==> src/rtl/dot_accumulator_if.sv <==
// Product-in / result-out handshake bundle for the dot-product accumulator.
interface dot_accumulator_if #(
    parameter int P_WIDTH   = 64,
    parameter int ACC_WIDTH = 72,
    parameter int LEN_WIDTH = 8
);
    logic                        start;
    logic [LEN_WIDTH-1:0]        len;
    logic                        prod_valid;
    logic                        prod_ready;
    logic signed [P_WIDTH-1:0]   prod;
    logic                        result_valid;
    logic                        result_ready;
    logic signed [ACC_WIDTH-1:0] result;
    logic                        overflow;
    logic                        busy;

    modport master (
        output start, len, prod_valid, prod, result_ready,
        input  prod_ready, result_valid, result, overflow, busy
    );

    modport slave (
        input  start, len, prod_valid, prod, result_ready,
        output prod_ready, result_valid, result, overflow, busy
    );
endinterface

==> src/rtl/dot_accumulator.sv <==
// Saturating accumulate stage behind the signed multiplier: sums a programmed
// number of signed products per job and hands out one result per job.
module dot_accumulator #(
    parameter int P_WIDTH   = 64,
    parameter int ACC_WIDTH = 72,
    parameter int LEN_WIDTH = 8
) (
    input  logic            clk,
    input  logic            rst,
    dot_accumulator_if.slave io
);
    typedef enum logic [1:0] {IDLE, ACCUM, DONE} state_t;

    localparam logic signed [ACC_WIDTH-1:0] ACC_MAX = {1'b0, {(ACC_WIDTH-1){1'b1}}};
    localparam logic signed [ACC_WIDTH-1:0] ACC_MIN = {1'b1, {(ACC_WIDTH-1){1'b0}}};

    state_t                      state;
    state_t                      state_next;
    logic signed [ACC_WIDTH-1:0] acc;
    logic signed [ACC_WIDTH-1:0] result_q;
    logic                        ovf_q;
    logic [LEN_WIDTH-1:0]        count;
    logic signed [ACC_WIDTH:0]   sum_wide;
    logic signed [ACC_WIDTH-1:0] sum_sat;
    logic                        sum_clip;

    // The extra top bit keeps the true sum; top two bits differing means it left the range.
    function automatic logic signed [ACC_WIDTH-1:0] saturate(input logic signed [ACC_WIDTH:0] s);
        if (s[ACC_WIDTH] != s[ACC_WIDTH-1]) begin
            return s[ACC_WIDTH] ? ACC_MIN : ACC_MAX;
        end
        return s[ACC_WIDTH-1:0];
    endfunction

    function automatic logic clipped(input logic signed [ACC_WIDTH:0] s);
        return s[ACC_WIDTH] ^ s[ACC_WIDTH-1];
    endfunction

    // Sign-extended add of the incoming product, clamped per addition.
    always_comb begin
        sum_wide = {acc[ACC_WIDTH-1], acc}
                 + {{(ACC_WIDTH+1-P_WIDTH){io.prod[P_WIDTH-1]}}, io.prod};
        sum_sat  = saturate(sum_wide);
        sum_clip = clipped(sum_wide);
    end

    // State register.
    always_ff @(posedge clk) begin
        if (rst) state <= IDLE;
        else     state <= state_next;
    end

    // Next-state decode; start is only honoured in IDLE.
    always_comb begin
        state_next = state;
        case (state)
            IDLE:    if (io.start) state_next = (io.len != '0) ? ACCUM : DONE;
            ACCUM:   if (io.prod_valid && count == LEN_WIDTH'(1)) state_next = DONE;
            DONE:    if (io.result_ready) state_next = IDLE;
            default: state_next = IDLE;
        endcase
    end

    // Accumulator, product counter, result and sticky overflow.
    always_ff @(posedge clk) begin
        if (rst) begin
            acc      <= '0;
            count    <= '0;
            result_q <= '0;
            ovf_q    <= 1'b0;
        end else begin
            case (state)
                IDLE: begin
                    if (io.start) begin
                        ovf_q <= 1'b0;
                        if (io.len != '0) begin
                            acc   <= '0;
                            count <= io.len;
                        end else begin
                            result_q <= '0;
                        end
                    end
                end
                ACCUM: begin
                    if (io.prod_valid) begin
                        acc   <= sum_sat;
                        count <= count - LEN_WIDTH'(1);
                        if (sum_clip) ovf_q <= 1'b1;
                        if (count == LEN_WIDTH'(1)) result_q <= sum_sat;
                    end
                end
                default: ;
            endcase
        end
    end

    assign io.prod_ready   = (state == ACCUM);
    assign io.result_valid = (state == DONE);
    assign io.busy         = (state == ACCUM) || (state == DONE);
    assign io.result       = result_q;
    assign io.overflow     = ovf_q;
endmodule

==> src/flat_wrapper.sv <==
// flat-port wrapper written by rule: the top's interface ports become plain ports
module dot_accumulator_flat 
#(
    parameter int P_WIDTH   = 64,
    parameter int ACC_WIDTH = 72,
    parameter int LEN_WIDTH = 8
)
  (clk, rst, io_start, io_len, io_prod_valid, io_prod, io_result_ready, io_prod_ready, io_result_valid, io_result, io_overflow, io_busy);
  dot_accumulator_if #(.P_WIDTH(P_WIDTH), .ACC_WIDTH(ACC_WIDTH), .LEN_WIDTH(LEN_WIDTH)) io_i ();
  input  logic clk;
  input  logic rst;
  input wire logic [$bits(io_i.start)-1:0] io_start;
  input wire logic [$bits(io_i.len)-1:0] io_len;
  input wire logic [$bits(io_i.prod_valid)-1:0] io_prod_valid;
  input wire logic [$bits(io_i.prod)-1:0] io_prod;
  input wire logic [$bits(io_i.result_ready)-1:0] io_result_ready;
  output wire logic [$bits(io_i.prod_ready)-1:0] io_prod_ready;
  output wire logic [$bits(io_i.result_valid)-1:0] io_result_valid;
  output wire logic [$bits(io_i.result)-1:0] io_result;
  output wire logic [$bits(io_i.overflow)-1:0] io_overflow;
  output wire logic [$bits(io_i.busy)-1:0] io_busy;
  assign io_i.start = io_start;
  assign io_i.len = io_len;
  assign io_i.prod_valid = io_prod_valid;
  assign io_i.prod = io_prod;
  assign io_i.result_ready = io_result_ready;
  assign io_prod_ready = io_i.prod_ready;
  assign io_result_valid = io_i.result_valid;
  assign io_result = io_i.result;
  assign io_overflow = io_i.overflow;
  assign io_busy = io_i.busy;
  dot_accumulator #(.P_WIDTH(P_WIDTH), .ACC_WIDTH(ACC_WIDTH), .LEN_WIDTH(LEN_WIDTH)) u_core (.clk(clk), .rst(rst), .io(io_i));
endmodule
==> config.mk <==
export PLATFORM = sky130hd
export DESIGN_NAME = dot_accumulator_flat
export DESIGN_NICKNAME = d
export VERILOG_FILES = /design/src/rtl/dot_accumulator_if.sv /design/src/rtl/dot_accumulator.sv /design/src/flat_wrapper.sv
export SDC_FILE = /design/constraint.sdc
export NUM_CORES = 1
export LEC_CHECK = 0
export ABC_CLOCK_PERIOD_IN_PS = 3200
export CAP_MARGIN = 20
export CORE_UTILIZATION = 50
export CTS_CLUSTER_DIAMETER = 50
export DETAILED_ROUTE_END_ITERATION = 6
export GPL_TIMING_DRIVEN = 0
export PLACE_DENSITY = 0.78
export SLEW_MARGIN = 40
export SYNTH_ARGS = -nofsm -noshare
export SYNTH_HDL_FRONTEND = slang
export SYNTH_SLANG_ARGS = --single-unit
==> constraint.sdc <==
create_clock -name clk -period 3.2 [get_ports clk]
set_input_delay 0.64 -clock clk [delete_from_list [all_inputs] [get_ports clk]]
set_output_delay 0.64 -clock clk [all_outputs]
set_load 0.1 [all_outputs]
==> out/metrics.cfg, run 1 <==
[cells_and_area]
insertedDiodeCount = 0
nNetsFinal = 1742
fin_util_pct = 74.3
layout.cells.non_filler = 1865
stdcell_area_um2 = 14600
area_delta_synth_final_pct = 44.4
layout-drive-gt1-share_pct = 29.7

[timing]
fin_hold_ws_ns = 0.443
max_freq_ghz = 0.290
setup_violations = 142
drv_slew = 0
fin_skew_ns = 0.0119
rsz0062_at_grt = yes
min_period_over_period_pct = 108
hold_viol_final = 0
setup_ws_ns = -0.243
fin_crit_ns = 3.44
worstMarginPinSlew_ns = 0.871
fin_tns_setup_ns = -25.44
timing.slew.headroom_pct = 41.9

[global_route]
grt_pass1_wl_um = 52600
overflow = 0
grt_pass1_vias = 10300
globalRouteTotalUtil_pct = 32.5
antenna_found_initial = 0
grt_max_degree = 17

[yosys]
synth_top_cell_by_area = dfxtp_1
yosysSeqAreaShare_pct = 30.8
synth_most_common_cell = nand2_1
synth_top_area_share_pct = 30.8
synth_top_cells_by_count = nand2_1 (237), o21ai_0 (183), dfxtp_1 (155)
synth.avg_cell_area_um2 = 7.45
synth_nets = 1509
synth_flop_cell = dfxtp_1
yosysWarnings = 0
yosys-top-cells-area = dfxtp_1 (31%), ha_1 (9.6%), o21ai_0 (9.1%)
synth_edf_count = 0
ys_ff_latch = 155
async_flop_share_pct = 0
synth_cell_types = 72
syn_area_um2 = 10100
synthCells = 1354

[cts]
cts_max_path_buffers = 2
cts.htree.levels = 4
clock-root-buffer = clkbuf_16
clkLatencyLatePin_ns = 0.44
numCtsBuffers = 17
path_clk_slew_ns = 0.07
cts_tree = yes
clock-sinks = 155
holdBufCountCts = 0

[place]
place_congestion = 0.959
place_area_um2 = 11600
port_buffers = 151
dp_hpwl_um = 23800
dpl.cell_count = 1770
place_ws_ns = -1.44

[worst_setup_path]
critPathLaunchType = primary input
crit_fanout = 7
end_kind = register
crit_start = io_prod[8]
worstSetupPathType = primary input to register
required_ns = 3.53
crit_arrival_ns = 3.77
r2r_start = u_core.acc[27]

[worst_hold_path]
min-delay-start = u_core.io.result[24]
hp-class = register to register

[detailed_routing]
detail-route-antenna-nets = 0
drt_iter0_drc = 1148
dr_wl_met3_um = 3090
drc_errors = 0
top_layer_used = met4
firstDrtPassIters = 7
drt-total-wl_um = 37300
wl_per_cell_um = 20.0
via_per_inst = 6.21
wl_met2_um = 17100
via_count = 11600
met1Wirelength_um = 15400

[pwr]
power.leakage_nw = 6.16
worst_ir_drop_vdd_uv = 1210
pwr_density_cell_nw_per_um2 = 680
power_mw = 9.90

[status]
outcome = finished with violations
violations = setup timing

[floorplan]
dieArea_um2 = 20700
dieHeight_um = 144
start_util_pct = 51.5
num_rows = 51
fp.dieW_um = 144
ioPinCount = 153
coreArea_um2 = 19600

[flow_run]
drv_cap = 0

-- worst max-delay path, stage by stage --
cell,delay (ns)
dlygate4sd2_1,0.28
ha_4,0.32
nand2_1,0.14
nor4_4,0.38
o311ai_4,0.19
a211oi_2,0.23
buf_4,0.16
o21ai_4,0.08
o31a_4,0.32
or3b_4,0.50
nand3_4,0.14
buf_12,0.16
clkbuf_16,0.15
o21ai_1,0.06
-- cell families (layout without fill, tap and decap cells) --
group | Yosys count | count (layout) | share of synthesized area (%)
AO/OA/AOI/OAI | 469 | 469 | 28.3
buffers and inverters | 90 | 333 | 3.83
AND/OR/NAND/NOR | 496 | 499 | 21.4
flip-flops | 155 | 155 | 30.8
multiplexers | 6 | 6 | 0.620
adder cells (fa/ha/maj) | 78 | 78 | 9.75
XOR/XNOR | 60 | 60 | 5.28
-- flip-flops by register name (all words and copies together) (netlist names) --
name and flops:
u_core.state 2, u_core.acc 72, u_core.count 8, u_core.io.overflow 1, u_core.io.result 72
-- metal layers --
layer  GRT usage (%)  vias to the layer above
met5               0                        -
met4            11.9                        0
met3            5.50                      160
met2            52.2                      613
met1            43.6                     5444
li1                -                     5361
-- cells in the final DEF (no fill, tap or decap), types with 7 or more instances in the layout --
master / synthesis / routed
nor3_1: 28 / 21
o211ai_1: 13 / 13
o21bai_1: 15 / 15
buf_8: 0 / 16
clkdlybuf4s50_1: 0 / 41
a21oi_2: 0 / 21
o21ai_2: 3 / 88
a21o_1: 20 / 20
a22o_1: 22 / 22
o21ai_0: 183 / 56
buf_2: 15 / 82
buf_4: 0 / 56
ha_4: 0 / 32
dlygate4sd2_1: 0 / 10
ha_2: 0 / 8
ha_1: 77 / 37
and2_1: 7 / 7
nand4_1: 37 / 37
clkbuf_1: 40 / 22
o21ai_1: 12 / 51
dlymetal6s2s_1: 0 / 21
inv_1: 19 / 18
nand2_1: 237 / 230
nor2_1: 127 / 97
xnor2_1: 28 / 28
clkbuf_16: 0 / 24
xor2_1: 31 / 29
buf_6: 2 / 16
nor2_2: 0 / 30
dfxtp_1: 155 / 154
a21oi_4: 0 / 8
nand3_1: 19 / 18
o21a_1: 18 / 18
a21oi_1: 115 / 86
-- cell type report --
cell class	instances	area [µm²]
Buffer	55	462
Clock buffer	21	460
Clock inverter	11	158
Fill cell	1442	5030
Inverter	20	75.1
Multi-Input combinational cell	1112	8030
Sequential cell	155	3100
Tap cell	265	332
Timing Repair Buffer	226	1940
-- worst paths after layout --
check | slack, ns | to | cells after the start
min | 0.44 | u_core.io.result[24] | 2
max | -0.24 | u_core.acc[57] | 14
min reg2reg | 0.44 | u_core.io.result[24] | 2
max reg2reg | -0.21 | u_core.io.result[42] | 17
-- power breakdown --
part           switching [mW]  leakage [nW]  internal, mW
Sequential              0.211          1.25          2.20
Clock                   0.903         0.295          1.28
Combinational            3.51          4.61          1.80
Total                    4.62          6.16          5.28
-- timing repair --
action,CTS,global route
pin swaps,75,107
hold endpoints to repair,0,0
gates cloned,7,8
buffers inserted,28,36
gates resized for setup,270,266
setup endpoints to repair,145,145
(Power assumes the default switching activity.)
==> run 2, diff against run 1 <==
- CTS_CLUSTER_SIZE: unset -> 25
- SLEW_MARGIN: 40 -> 5
==> out/metrics.cfg, run 2 (synthesis results as in run 1) <==
[floorplan]
dieArea_um2 = 20700  ; unchanged
ioPinCount = 153  ; unchanged
num_rows = 51  ; unchanged
start_util_pct = 51.5  ; unchanged
dieHeight_um = 144  ; unchanged
coreArea_um2 = 19600  ; unchanged
fp.dieW_um = 144  ; unchanged

[pwr]
pwr_density_cell_nw_per_um2 = 685  ; +0.72%
worst_ir_drop_vdd_uv = 1110  ; -8.3%
switching_share_pct = 45.3  ; -1.3 points
pwr-share-clk_pct = 23.2  ; +1.1 points
comb_power_share_pct = 52.7  ; -0.9 points
internal_power_mw = 5.46  ; +3.4%
power_frac_seq_pct = 24.1  ; -0.2 points
power.leakage_nw = 5.71  ; -7.2%
p_sw_mw = 4.53  ; -2.0%

[timing]
hold_viol_final = 0  ; unchanged
fin_skew_ns = 0.00948  ; -0.00241 ns
drv_slew = 0  ; unchanged
max_freq_ghz = 0.284  ; -2.1%
rsz0062_at_grt = yes
setup_ws_ns = -0.317  ; -0.0744 ns
setup_violations = 143  ; +0.70%
fin_crit_ns = 3.52  ; +0.0744 ns
fin_tns_setup_ns = -31.51  ; -6.06 ns
worstMarginPinSlew_ns = 1.07  ; +0.197 ns
timing.slew.headroom_pct = 28.6  ; -13 points
min_period_over_period_pct = 110  ; +2.3 points

[worst_setup_path]
end_kind = register
crit_fanout = 7  ; unchanged
crit_chain = dlygate4sd2_1, ha_1, buf_6, nand4_1, nor3_4, nand4_1, a211oi_2, buf_4, o21ai_4, o31a_4, or3b_4, nand3_4, buf_12, buf_8, o21ai_1
slowest_delay_ns = 0.51  ; about the same
crit_arrival_ns = 3.83  ; +0.06 ns
crit_family = simple AND/OR/NAND/NOR gates
timing.critical_path.mode_cell = nand4_1
path_buf_inv = 5  ; +1
worstSetupPathType = primary input to register
required_ns = 3.51  ; -0.02 ns
critPathSlowestCell = or3b_4
critPathLaunchType = primary input

[detailed_routing]
drc_errors = 13  ; +13
via_count = 11600  ; +0.16%
wl_per_cell_um = 20.1  ; +0.36%
firstDrtPassIters = 7  ; unchanged
drt_iter0_drc = 1042  ; -9.2%
drt-total-wl_um = 37300  ; about the same
via_per_inst = 6.23  ; +0.42%
detail-route-antenna-nets = 0  ; unchanged

[cells_and_area]
nNetsFinal = 1738  ; -0.23%
final_common_cell = nand2_1
insertedDiodeCount = 0  ; unchanged
layout.cells.non_filler = 1860  ; -0.27%
final_cell_mix = nand2_1 (227), dfxtp_1 (154), clkdlybuf4s50_1 (126)
layout-drive-gt1-share_pct = 20.6  ; -9.1 points
area_delta_synth_final_pct = 44.6

[status]
violations = DRC, setup timing
outcome = finished with violations

[place]
dp_hpwl_um = 24200  ; +1.7%
place_congestion = 0.959  ; unchanged
dpl.cell_count = 1771  ; +0.056%
place_ws_ns = -1.51  ; -0.0682 ns
port_buffers = 151  ; unchanged

[worst_hold_path]
hp-class = register to register

[global_route]
grt_pass1_wl_um = 55800  ; +6.0%
grt_max_degree = 17  ; unchanged
antenna_found_initial = 0  ; unchanged
grt_pass1_vias = 10800  ; +5.0%
globalRouteTotalUtil_pct = 34.7  ; +2.2 points
overflow = 0  ; unchanged

[cts]
clkLatencyLatePin_ns = 0.44  ; about the same
cts_max_path_buffers = 2  ; unchanged
numCtsBuffers = 17  ; unchanged
cts_tree = yes
path_clk_slew_ns = 0.07  ; about the same
holdBufCountCts = 0  ; unchanged
cts.htree.levels = 4  ; unchanged
clock-root-buffer = clkbuf_16
clock-sinks = 155  ; unchanged

[flow_run]
drv_cap = 0  ; unchanged

## run 2: changes by cell type in the layout (fill, tap and decap cells not counted), sizes merged, moves of 2 or more
cell	previous run	this run
clkinv	3	1
dlymetal6s2s	21	5
buf	175	82
clkdlybuf4s50	41	126
clkbuf	54	63
bufinv	3	5
dlygate4sd2	10	18
## run 2: path summary, 6_finish.rpt
kind	from	end	slack, ns	cells after the start
hold reg to reg	u_core.io.result[43]	u_core.io.result[43]	0.44	2
setup reg to reg	u_core.acc[33]	u_core.acc[30]	-0.21	14
setup / recovery	io_prod[31]	u_core.acc[30]	-0.32	15
hold / removal	u_core.io.result[43]	u_core.io.result[43]	0.44	2
## run 2: layout make-up
| type | count | area, µm² |
|---|---|---|
| clock inverters | 12 | 209 |
| multi-input cells | 1112 | 7770 |
| inverters | 20 | 75.1 |
| clock buffers | 19 | 443 |
| repair buffers | 223 | 2220 |
| plain buffers | 54 | 440 |
| fillers | 1434 | 5000 |
| well taps | 265 | 332 |
| flip-flops and latches | 155 | 3100 |
## run 2: stage by stage
stage | instance area (µm²) | utilization, % | hold slack (ns) | power, mW
2_1_floorplan | 10100 | - | 0.429 | 5.46
3_3_place_gp | 12000 | 61.1 | 0.434 | 6.48
3_5_place_dp | 12000 | 61.1 | 0.441 | 6.54
4_1_cts | 14200 | 72.7 | 0.445 | 9.62
5_1_grt | 14600 | 74.5 | 0.463 | 10.4
6_report | 14600 | 74.5 | 0.440 | 9.99
## run 2: routing by layer
metal / up-vias / part of all wire (%) / GRT usage (%)
met5: - / 0 / 0
met1: 5458 / 41 / 44.7
met3: 154 / 8.5 / 5.93
li1: 5359 / - / -
met4: 0 / 4.6 / 15.1
met2: 625 / 46 / 57.0
## run 2: timing repair
action | CTS | global route
cloned | 16 | 1
pin swaps | 127 | 23
gates resized for setup | 387 | 59
buffers inserted | 42 | 27
endpoints found under the setup margin | 145 | 145
## run 2: power by group through the flow
stage / clock network, mW / logic (mW) / registers (mW)
2_1_floorplan: 0 / 2.58 / 2.87
3_3_place_gp: 0 / 4.07 / 2.40
3_5_place_dp: 0 / 4.12 / 2.41
4_1_cts: 2.31 / 4.92 / 2.40
5_1_grt: 2.40 / 5.60 / 2.43
6_report: 2.32 / 5.26 / 2.41
## run 2: worst min-delay path, cell delays in order (launching register included)
cell and delay [ns]:
dfxtp_1 0.31, nand2_1 0.05, o21ai_1 0.05
==> run 3, diff against run 2 <==
- PLACE_DENSITY: 0.78 -> unset
- PLACE_DENSITY_LB_ADDON: unset -> 0.08
- SLEW_MARGIN: 5 -> 20
==> out/metrics.cfg, run 3 (synthesis results as in run 1) <==
[cells_and_area]
final_common_cell = nand2_1
layout-drive-gt1-share_pct = 32.6  ; +12 points
area_delta_synth_final_pct = 55.2
nNetsFinal = 1795  ; +3.3%
final_cell_mix = nand2_1 (222), dfxtp_1 (150), clkdlybuf4s50_1 (111)

[pwr]
pwr-share-clk_pct = 20.5  ; -2.7 points
power.leakage_nw = 6.18  ; +8.2%
internal_power_mw = 5.49  ; +0.41%
power_frac_seq_pct = 23.3  ; -0.8 points
worst_ir_drop_vdd_uv = 1010  ; -9.0%
switching_share_pct = 47.4  ; +2.0 points
pwr_density_cell_nw_per_um2 = 666  ; -2.8%
comb_power_share_pct = 56.2  ; +3.5 points
p_sw_mw = 4.93  ; +8.9%

[floorplan]
num_rows = 51  ; unchanged
fp.dieW_um = 144  ; unchanged
dieHeight_um = 144  ; unchanged
ioPinCount = 153  ; unchanged
dieArea_um2 = 20700  ; unchanged
start_util_pct = 51.5  ; unchanged
coreArea_um2 = 19600  ; unchanged

[timing]
setup_violations = 140  ; -2.1%
fin_skew_ns = 0.0211  ; +0.0117 ns
rsz0062_at_grt = yes
fin_crit_ns = 3.42  ; -0.0969 ns
min_period_over_period_pct = 107  ; -3.0 points
setup_ws_ns = -0.220  ; +0.0969 ns
fin_hold_ws_ns = 0.447  ; +0.00721 ns
max_freq_ghz = 0.292  ; +2.8%
drv_slew = 0  ; unchanged
timing.slew.headroom_pct = 28.7  ; +0.17 points
worstMarginPinSlew_ns = 1.07  ; -0.00251 ns
hold_viol_final = 0  ; unchanged

[detailed_routing]
drt-total-wl_um = 40400  ; +8.2%
drt_iter0_drc = 1059  ; +1.6%
top_layer_used = met4
wl_met2_um = 18500  ; +7.9%
drc_errors = 0  ; -13
via_count = 12100  ; +4.4%
firstDrtPassIters = 6  ; -1
via_per_inst = 6.31  ; +1.2%
dr_wl_met3_um = 3720  ; +17%
detail-route-antenna-nets = 0  ; unchanged
wl_per_cell_um = 21.1  ; +4.9%
met1Wirelength_um = 16100  ; +5.0%

[cts]
path_clk_slew_ns = 0.08  ; about the same
cts_max_path_buffers = 2  ; unchanged
clock-sinks = 155  ; unchanged
clkLatencyLatePin_ns = 0.45  ; about the same
holdBufCountCts = 0  ; unchanged
clock-root-buffer = clkbuf_16
cts.htree.levels = 4  ; unchanged
cts_tree = yes
numCtsBuffers = 17  ; unchanged

[worst_setup_path]
critPathLaunchType = register
end_kind = register
crit_fanout = 5  ; -2
required_ns = 3.53  ; +0.02 ns
crit_arrival_ns = 3.75  ; -0.08 ns
worstSetupPathType = register to register

[place]
dp_hpwl_um = 24300  ; +0.55%
place_ws_ns = -1.46  ; +0.0480 ns
port_buffers = 151  ; unchanged
place_congestion = 0.934  ; -2.6%

[status]
violations = setup timing
outcome = finished with violations

[global_route]
antenna_found_initial = 0  ; unchanged
grt_pass1_wl_um = 57100  ; +2.3%
globalRouteTotalUtil_pct = 35.6  ; +0.80 points
grt_pass1_vias = 11100  ; +2.5%
overflow = 0  ; unchanged
grt_max_degree = 17  ; unchanged

[flow_run]
drv_cap = 0  ; unchanged

[worst_hold_path]
hp-class = register to register

run 3: worst max-delay path, cell delays in order, from the launching register on:
cell and delay, ns:
dfxtp_2 0.35, ha_4 0.28, buf_6 0.11, nand4_1 0.16, buf_4 0.19, nor4_4 0.31
inv_1 0.12, o21ai_4 0.22, o31ai_4 0.12, o31ai_4 0.33, buf_4 0.18, nand3b_1 0.18
buf_6 0.20, buf_6 0.12, and3_4 0.21, a22o_1 0.21
run 3: layout make-up:
| class | count | area (µm²) |
|---|---|---|
| multi-input combinational | 1113 | 8460 |
| fill | 1272 | 3930 |
| sequential | 155 | 3110 |
| timing repair buffer | 281 | 2640 |
| clock buffer | 18 | 439 |
| buffer | 52 | 439 |
| tap | 265 | 332 |
| clock inverter | 13 | 158 |
| inverter | 20 | 75.1 |
| antenna | 1 | 2.50 |
run 3: power by group through the flow:
stage                     logic (mW)  registers [mW]  clock network [mW]
after floorplan                 2.58            2.87                   0
after global placement          4.10            2.40                   0
after detailed placement        4.14            2.41                   0
after CTS                       4.89            2.40                2.12
after global routing            6.19            2.45                2.22
final                           5.85            2.43                2.14
run 3: final timing paths:
| check | start | to | slack [ns] | depth (start not counted) |
|---|---|---|---|---|
| setup / recovery | u_core.acc[28] | u_core.io.result[59] | -0.22 | 15 |
| hold reg to reg | u_core.io.result[19] | u_core.io.result[19] | 0.45 | 2 |
| hold / removal | u_core.io.result[19] | u_core.io.result[19] | 0.45 | 2 |
| setup reg to reg | u_core.acc[28] | u_core.io.result[59] | -0.22 | 15 |
run 3: per-layer routing:
metal	GRT usage, %	up-vias
li1	-	5485
met1	44.7	5705
met2	57.7	726
met3	7.52	188
met4	17.3	0
met5	0	-
run 3: metrics by stage:
stage               utilization (%)  setup TNS [ns]  cell area, µm²  total power [mW]  instances
floorplan                         -           -1.24           10100              5.46       1354
global placement               61.1         -164.72           12000              6.51       1770
detailed placement             61.1         -182.73           12000              6.56       1770
CTS                            73.0          -13.04           14300              9.41       1871
global route                   79.9          -24.09           15700              10.9       1917
finish                         79.9          -17.01           15700              10.4       1918
run 3: repair_timing:
action                                  CTS  global route
endpoints found under the setup margin  145           143
cloned                                   11             6
resized for setup                       384           308
pin swaps                               114           117
buffers inserted                         75            44
